### config.mk
export PLATFORM = sky130hd
export DESIGN_NAME = uart_cmd_rcv
export DESIGN_NICKNAME = d
export VERILOG_FILES = /design/src/rtl/uart_cmd_rcv.sv
export SDC_FILE = /design/constraint.sdc
export NUM_CORES = 1
export LEC_CHECK = 0
export BUFFER_PORTS_ARGS = -buffer_cell sky130_fd_sc_hd__buf_4
export CAP_MARGIN = 20
export CORE_ASPECT_RATIO = 0.9
export CORE_MARGIN = 10
export CORE_UTILIZATION = 40
export CTS_CLUSTER_DIAMETER = 60
export CTS_CLUSTER_SIZE = 16
export DETAILED_ROUTE_END_ITERATION = 8
export SYNTH_ARGS = -nofsm -noshare
export SYNTH_HDL_FRONTEND = slang
export SYNTH_SLANG_ARGS = --single-unit
### constraint.sdc
create_clock -name clk -period 5.9 [get_ports clk]
set_input_delay 0.885 -clock clk [delete_from_list [all_inputs] [get_ports clk]]
set_output_delay 0.885 -clock clk [all_outputs]
set_load 0.03 [all_outputs]
### src/rtl/uart_cmd_rcv.sv
// 8N1 UART receiver that assembles two bytes (high byte first) into a 16-bit command
// with a cmd_rdy/clr_cmd_rdy handshake, framing-error, inter-byte timeout and overrun detection.
module uart_cmd_rcv #(
    parameter int BAUD_DIV     = 2604,
    parameter int TIMEOUT_BITS = 32
) (
    input  logic        clk,
    input  logic        rst,
    input  logic        RX,
    input  logic        clr_cmd_rdy,
    output logic [15:0] cmd,
    output logic        cmd_rdy,
    output logic        frm_err,
    output logic        ovr_err,
    output logic [2:0]  dbg_state
);

    localparam int BW  = $clog2(BAUD_DIV + 1);
    localparam int TMO = TIMEOUT_BITS * BAUD_DIV;
    localparam int TW  = $clog2(TMO + 1);
    // Counters are loaded with N-1 so that the sample lands exactly N cycles later.
    localparam logic [BW-1:0] HALF_M1 = BW'(BAUD_DIV / 2 - 1);
    localparam logic [BW-1:0] FULL_M1 = BW'(BAUD_DIV - 1);
    localparam logic [TW-1:0] TMO_M1  = TW'(TMO - 1);

    typedef enum logic [1:0] {IDLE, START, DATA, STOP} rx_state_t;
    typedef enum logic {WAIT_HI, WAIT_LO} asm_state_t;

    rx_state_t  rx_state, rx_next;
    asm_state_t asm_state, asm_next;

    logic          rx_meta, rx_s, rx_s_d;
    logic [BW-1:0] baud_cnt;
    logic [2:0]    bit_cnt;
    logic [7:0]    shreg;
    logic          byte_done;
    logic [7:0]    hi_byte;
    logic [TW-1:0] tmo_cnt;

    logic fall, baud_zero, load_half, sample, shift_en, stop_ok, stop_bad;
    logic tmo_run, tmo_expire, capture_hi, complete;

    assign fall      = rx_s_d & ~rx_s;
    assign baud_zero = (baud_cnt == '0);
    assign dbg_state = {asm_state, rx_state};

    always_ff @(posedge clk) begin
        if (rst) begin
            rx_meta <= 1'b1;
            rx_s    <= 1'b1;
            rx_s_d  <= 1'b1;
        end else begin
            rx_meta <= RX;
            rx_s    <= rx_meta;
            rx_s_d  <= rx_s;
        end
    end

    // Receiver FSM: state register / next state / outputs
    always_ff @(posedge clk) begin
        if (rst) rx_state <= IDLE;
        else     rx_state <= rx_next;
    end

    always_comb begin
        rx_next = rx_state;
        case (rx_state)
            IDLE:  if (fall) rx_next = START;
            START: if (baud_zero) rx_next = rx_s ? IDLE : DATA;
            DATA:  if (baud_zero && bit_cnt == 3'd7) rx_next = STOP;
            STOP:  if (baud_zero) rx_next = IDLE;
            default: rx_next = IDLE;
        endcase
    end

    always_comb begin
        load_half = (rx_state == IDLE) && fall;
        sample    = (rx_state != IDLE) && baud_zero;
        shift_en  = (rx_state == DATA) && baud_zero;
        stop_ok   = (rx_state == STOP) && baud_zero && rx_s;
        stop_bad  = (rx_state == STOP) && baud_zero && !rx_s;
    end

    always_ff @(posedge clk) begin
        if (rst) begin
            baud_cnt  <= '0;
            bit_cnt   <= '0;
            shreg     <= '0;
            byte_done <= 1'b0;
            frm_err   <= 1'b0;
        end else begin
            byte_done <= stop_ok;
            frm_err   <= stop_bad;
            if (load_half)      baud_cnt <= HALF_M1;
            else if (sample)    baud_cnt <= FULL_M1;
            else if (!baud_zero) baud_cnt <= baud_cnt - BW'(1);
            if (rx_state == START) bit_cnt <= '0;
            if (shift_en) begin
                shreg   <= {rx_s, shreg[7:1]};
                bit_cnt <= bit_cnt + 3'd1;
            end
        end
    end

    // Byte assembler FSM: state register / next state / outputs
    always_ff @(posedge clk) begin
        if (rst) asm_state <= WAIT_HI;
        else     asm_state <= asm_next;
    end

    always_comb begin
        asm_next = asm_state;
        case (asm_state)
            WAIT_HI: if (byte_done) asm_next = WAIT_LO;
            WAIT_LO: if (frm_err || byte_done || tmo_expire) asm_next = WAIT_HI;
            default: asm_next = WAIT_HI;
        endcase
    end

    // The timeout only runs while the line is idle, so it freezes at the low byte's start edge.
    always_comb begin
        tmo_run    = (asm_state == WAIT_LO) && (rx_state == IDLE) && !fall;
        tmo_expire = tmo_run && (tmo_cnt == '0);
        capture_hi = (asm_state == WAIT_HI) && byte_done;
        complete   = (asm_state == WAIT_LO) && byte_done;
    end

    always_ff @(posedge clk) begin
        if (rst) begin
            hi_byte <= '0;
            tmo_cnt <= '0;
            cmd     <= '0;
            cmd_rdy <= 1'b0;
            ovr_err <= 1'b0;
        end else begin
            if (capture_hi) begin
                hi_byte <= shreg;
                tmo_cnt <= TMO_M1;
            end else if (tmo_run && tmo_cnt != '0) begin
                tmo_cnt <= tmo_cnt - TW'(1);
            end
            ovr_err <= 1'b0;
            // Completion wins over a simultaneous clear; that case is not an overrun.
            if (complete) begin
                cmd     <= {hi_byte, shreg};
                cmd_rdy <= 1'b1;
                ovr_err <= cmd_rdy && !clr_cmd_rdy;
            end else if (clr_cmd_rdy) begin
                cmd_rdy <= 1'b0;
            end
        end
    end

endmodule
After elaboration in Yosys (flattened, before gate mapping)
Cells that the tools add are included.
{"block": "op_classes", "add_sub_neg": 3, "eq_ne": 10, "mux": 18, "bitwise": 4, "reduce_logical": 32}
{"operator": "17-bit 2-to-1 mux", "count": 2}
{"operator": "12-bit 2-to-1 mux", "count": 2}
{"operator": "17-bit logical NOT", "count": 1}
{"operator": "17-bit nonzero test", "count": 1}
{"operator": "17-bit by 1-bit subtractor with 17-bit output (second input constant)", "count": 1}
{"operator": "1-bit logical AND", "count": 14}
{"operator": "12-bit logical NOT", "count": 1}
{"operator": "12-bit by 1-bit subtractor with 12-bit output (second input constant)", "count": 1}
{"operator": "11-bit 2-to-1 mux", "count": 1}
{"operator": "2-bit 2-to-1 mux", "count": 5}
{"operator": "2-bit != test (second input constant)", "count": 4}
{"operator": "2-bit case mux with 4 select lines", "count": 1}
{"operator": "2-bit nonzero test", "count": 4}
{"operator": "3-bit 2-to-1 mux", "count": 2}
{"operator": "2-bit OR reduction", "count": 3}
{"operator": "2-bit equality test (second input constant)", "count": 2}
{"operator": "1-bit 2-to-1 mux", "count": 4}
{"operator": "4-bit AND reduction", "count": 1}
{"operator": "3-bit by 1-bit adder with 3-bit output (second input constant)", "count": 1}
{"operator": "3-bit equality test (second input constant)", "count": 1}
{"operator": "1-bit logical NOT", "count": 3}
{"operator": "3-bit by 1-bit != test with 1-bit output (second input constant)", "count": 1}
{"operator": "1-bit NOT", "count": 3}
{"operator": "3-bit OR reduction", "count": 1}
{"operator": "other kinds (6)", "count": 7}
{"block": "word_totals", "ff_bits": 74, "out_inout_bits": 22, "wordCells": 85}

Logic depth before layout (Yosys ltp)
{"block": "depth", "ltp_word": 8, "ltp_mapped": 7, "depth_no_buf": 6}

Worst setup path after synthesis
OpenSTA, ideal clock, no wires.
{"block": "synth_timing", "kind": "register -> register", "from": "register tmo_cnt[0]", "to": "register tmo_cnt[10]", "setup_ps": 116, "arrival_time_ps": 1814, "required_ps": 5784, "slack_ps": 3969, "stages_incl_launch_ff": 7, "n_path_buf": 0, "period_less_slack_ps": 1931, "path_cell_list": "dfxtp_1 > inv_1 > ha_1 > nor4b_1 > nand2_1 > or4_1 > o211a_1"}
{"block": "synth_via", "elab_chain_cells": 3, "elab_cells_between_ends": 6}
{"element": "start, declared", "line_no": "38", "source": "logic [TW-1:0] tmo_cnt;"}
{"element": "start signal, assigned", "line_no": "140", "source": "tmo_cnt <= tmo_cnt - TW'(1);"}
{"element": "17-bit by 1-bit subtractor with 17-bit output / 17-bit nonzero test (equally long branches)", "line_no": "140, 139"}
{"element": "17-bit 2-to-1 mux / 1-bit logical AND (equally long branches)", "line_no": "139", "source": "end else if (tmo_run && tmo_cnt != '0) begin"}
{"element": "17-bit 2-to-1 mux / 2-bit nonzero test (equally long branches)"}
Parallel ways exist; a longest one is shown, timed or not. The select of a mux whose other input is x is not followed.
A chain may end at the register's enable or synchronous reset.

Worst setup path after layout
{"block": "layout_timing", "from": "register rx_state[0]", "to": "register tmo_cnt[10]"}
{"block": "layout_via", "elab_chain_cells": 5}
{"element": "start, declared", "line_no": "29", "source": "rx_state_t rx_state, rx_next;"}
{"element": "start signal, assigned", "line_no": "62", "source": "else rx_state <= rx_next;"}
{"element": "2-bit logical NOT", "line_no": "122", "source": "tmo_run = (asm_state == WAIT_LO) && (rx_state == IDLE) && !fall;"}
{"element": "1-bit logical AND (2 in a row)", "line_no": "122"}
{"element": "1-bit logical AND", "line_no": "139"}
{"element": "2-bit nonzero test (no source line)"}
No other way between the ends.

==> results_dict.tcl <==
set metrics [dict create \
    status "complete, no violations" \
    maxSlewHeadroom_pct 38.1 \
    skew_ns 0.00726 \
    period_share_pct 39.7 \
    hpwlAfterDp_um 4920 \
    dr.first_iter.drc_count 106 \
    hold_depth 1 \
    cts_tree "built" \
    synthCells 372 \
    grt_start_max_net_pins 58 \
    hp-class "flop to flop" \
    routedWlPerCell_um 14.7 \
    drive_gt1_share_pct 12.7 \
    chipWidth_um 114 \
    ys_async_sr_fraction_pct 0 \
    drc 0 \
    cap_violations 0 \
    ys_seq_elements 74 \
    h-tree-depth 3 \
    dp_cells 473 \
    rows 30 \
    reg2reg_depth 4 \
    holdPathEnd "rx_s" \
    instances_no_fill 489 \
    post_cts_resized 0 \
    n_antenna_cell 0 \
    power.leakage_nw 1.37 \
    critPathArrivalTime_ns 2.58 \
    rsz0062_at_grt "no" \
    tns_ns 0 \
    vias 2753 \
    hold_buffers 0 \
    viasPerCell 5.63 \
    final_cell_mix "74 x dfxtp_1, 67 x nand2_1, 35 x a21oi_1, 26 x buf_4, 23 x nor2_1" \
    cts_setup_buffers 0 \
    final_common_cell "dfxtp_1" \
    drtPass1Iterations 4 \
    cp.required_ns 6.14 \
    synthTopCellsByArea "dfxtp_1 46%, nand2_1 7.9%, a21oi_1 5.5%, mux2i_1 3.5%, nor2_1 2.7%" \
    rr_endpoint "tmo_cnt[10]" \
    critPathCaptureType "flop" \
    tightest_slew_ns 0.915 \
    synth_top_area_share_pct 46.5 \
    cts.clk_slew.worst_paths_ns 0.08 \
    crit_type "flop to flop" \
    portBuffers 25 \
    p_per_area_nw_per_um2 342 \
    final-hold-violation-count 0 \
    fp.dieH_um 105 \
    critPathMaxFanout 20 \
    r2r_start "rx_state[0]" \
    synthesis.area_um2 3190 \
    grt_pass1_vias 2494 \
    nets 396 \
    grt_pass1_wl_um 12200 \
    clk_latency_ns 0.35 \
    gp_congestion 0.814 \
    cts_sinks 74 \
    synth_area_per_cell_um2 8.57 \
    synth_cell_types 47 \
    root_buffer "clkbuf_8" \
    worstSetupStartpointType "flop" \
    grt-ovfl-total 0 \
    syn_nets 380 \
    numCtsBuffers 9 \
    min-delay-start "rx_meta" \
    core_area_um2 7660 \
    period_needed_ns 2.34 \
    yosysTopAreaCell "dfxtp_1" \
    clk_path_buf_depth 2 \
    yosysSeqAreaShare_pct 46.5 \
    fmax_mhz 427 \
    antenna_found_initial 0 \
    synth_edf_count 0 \
    regToRegSetupSlack_ns 3.56 \
    ir_worst_vdd_v 0.000129 \
    yosys_warnings 0 \
    grt.total_usage_pct 12.0 \
    cp-startpoint "rx_state[0]" \
    totalWireLength_um 7200 \
    dieArea_um2 11900 \
    slew_viol_final 0 \
    setup_viol 0 \
    io_pins 26 \
    ys.flop_type "dfxtp_1" \
    start_util_pct 41.6 \
    drtAntennaViolNets 0 \
    syn_to_final_growth_pct 13.9 \
]
## worst max-delay path, stage by stage, from the launching register on
cell and delay (ns):
dfxtp_1 0.46, nor2_1 0.30, nand3_1 0.55, or4_1 0.68, o211a_1 0.23
## sequential cells by signal (all words and copies together) (netlist names), named ones only
register	count
asm_state	1
ovr_err	1
rx_s	1
rx_meta	1
bit_cnt	3
byte_done	1
rx_state	1
baud_cnt	12
frm_err	1
cmd	16
hi_byte	8
cmd_rdy	1
rx_s_d	1
tmo_cnt	17
shreg	8
## layout make-up
class	count	area, µm²
clock buffer	11	151
clock inverter	5	60.1
fill	776	4030
inverter	7	26.3
multi-input combinational	270	1600
sequential	74	1480
tap	96	120
timing repair buffer	26	195
## per-stage QoR
| step | setup WS (ns) | util, % | power [W] | area (µm²) | hold slack [ns] |
|---|---|---|---|---|---|
| 2_1_floorplan | 3.97 | - | 0.000780 | 3190 | 0.389 |
| 3_3_place_gp | 3.65 | 44.7 | 0.000831 | 3420 | 0.397 |
| 3_5_place_dp | 3.57 | 44.7 | 0.000840 | 3420 | 0.398 |
| 4_1_cts | 3.56 | 47.4 | 0.00125 | 3630 | 0.421 |
| 5_1_grt | 3.30 | 47.4 | 0.00132 | 3630 | 0.450 |
| 6_report | 3.56 | 47.4 | 0.00124 | 3630 | 0.415 |
## cell families after synthesis
group,after synthesis,share of synthesized area (%)
AND/OR/NAND/NOR,171,27.4
AO/OA/AOI/OAI,82,17.0
flip-flops,74,46.5
buffers and inverters,28,3.45
multiplexers,12,3.81
adder cells (fa/ha/maj),4,1.57
XOR/XNOR,1,0.275
## power breakdown
part           internal, W  leakage, nW  switching (W)  total (W)
clock             0.000221        0.106       0.000190   0.000411
sequential        0.000536        0.599      0.0000504   0.000586
combinational    0.0000954        0.666       0.000148   0.000244
total             0.000851         1.37       0.000389    0.00124
## synth_stat cells, types with 3 or more instances
master and n:
dfxtp_1 74, nor4_1 10, inv_1 7, nor4b_1 4, o41ai_1 4, o31ai_1 6
ha_1 4, a311oi_1 7, nor2_1 23, clkbuf_1 18, a21oi_1 35, and3_1 3
a211oi_1 10, or4_1 10, mux2i_1 11, nand3_1 10, nor2b_1 6, nor3_1 13
and4_1 3, nand4_1 3, or3_1 6, or2_2 3, nand2b_1 3, a31oi_1 4
o21ai_0 5, nand2_1 67
## worst max path at each step
stage / to / slack, ns
after floorplan: tmo_cnt[10] / 3.97
after global placement: bit_cnt[0] / 3.65
after detailed placement: tmo_cnt[10] / 3.57
after CTS: tmo_cnt[10] / 3.56
after global routing: bit_cnt[0] / 3.30
final: tmo_cnt[10] / 3.56
## layer usage
| layer | track usage (%) | vias to the layer above | share of wire, % |
|---|---|---|---|
| met5 | 0 | - | 0 |
| met4 | 3.76 | 0 | 1.2 |
| met3 | 3.83 | 9 | 4.4 |
| met2 | 18.0 | 41 | 46 |
| met1 | 16.0 | 1305 | 49 |
| li1 | - | 1398 | - |
Note: power is estimated with default switching activity, not from simulation.
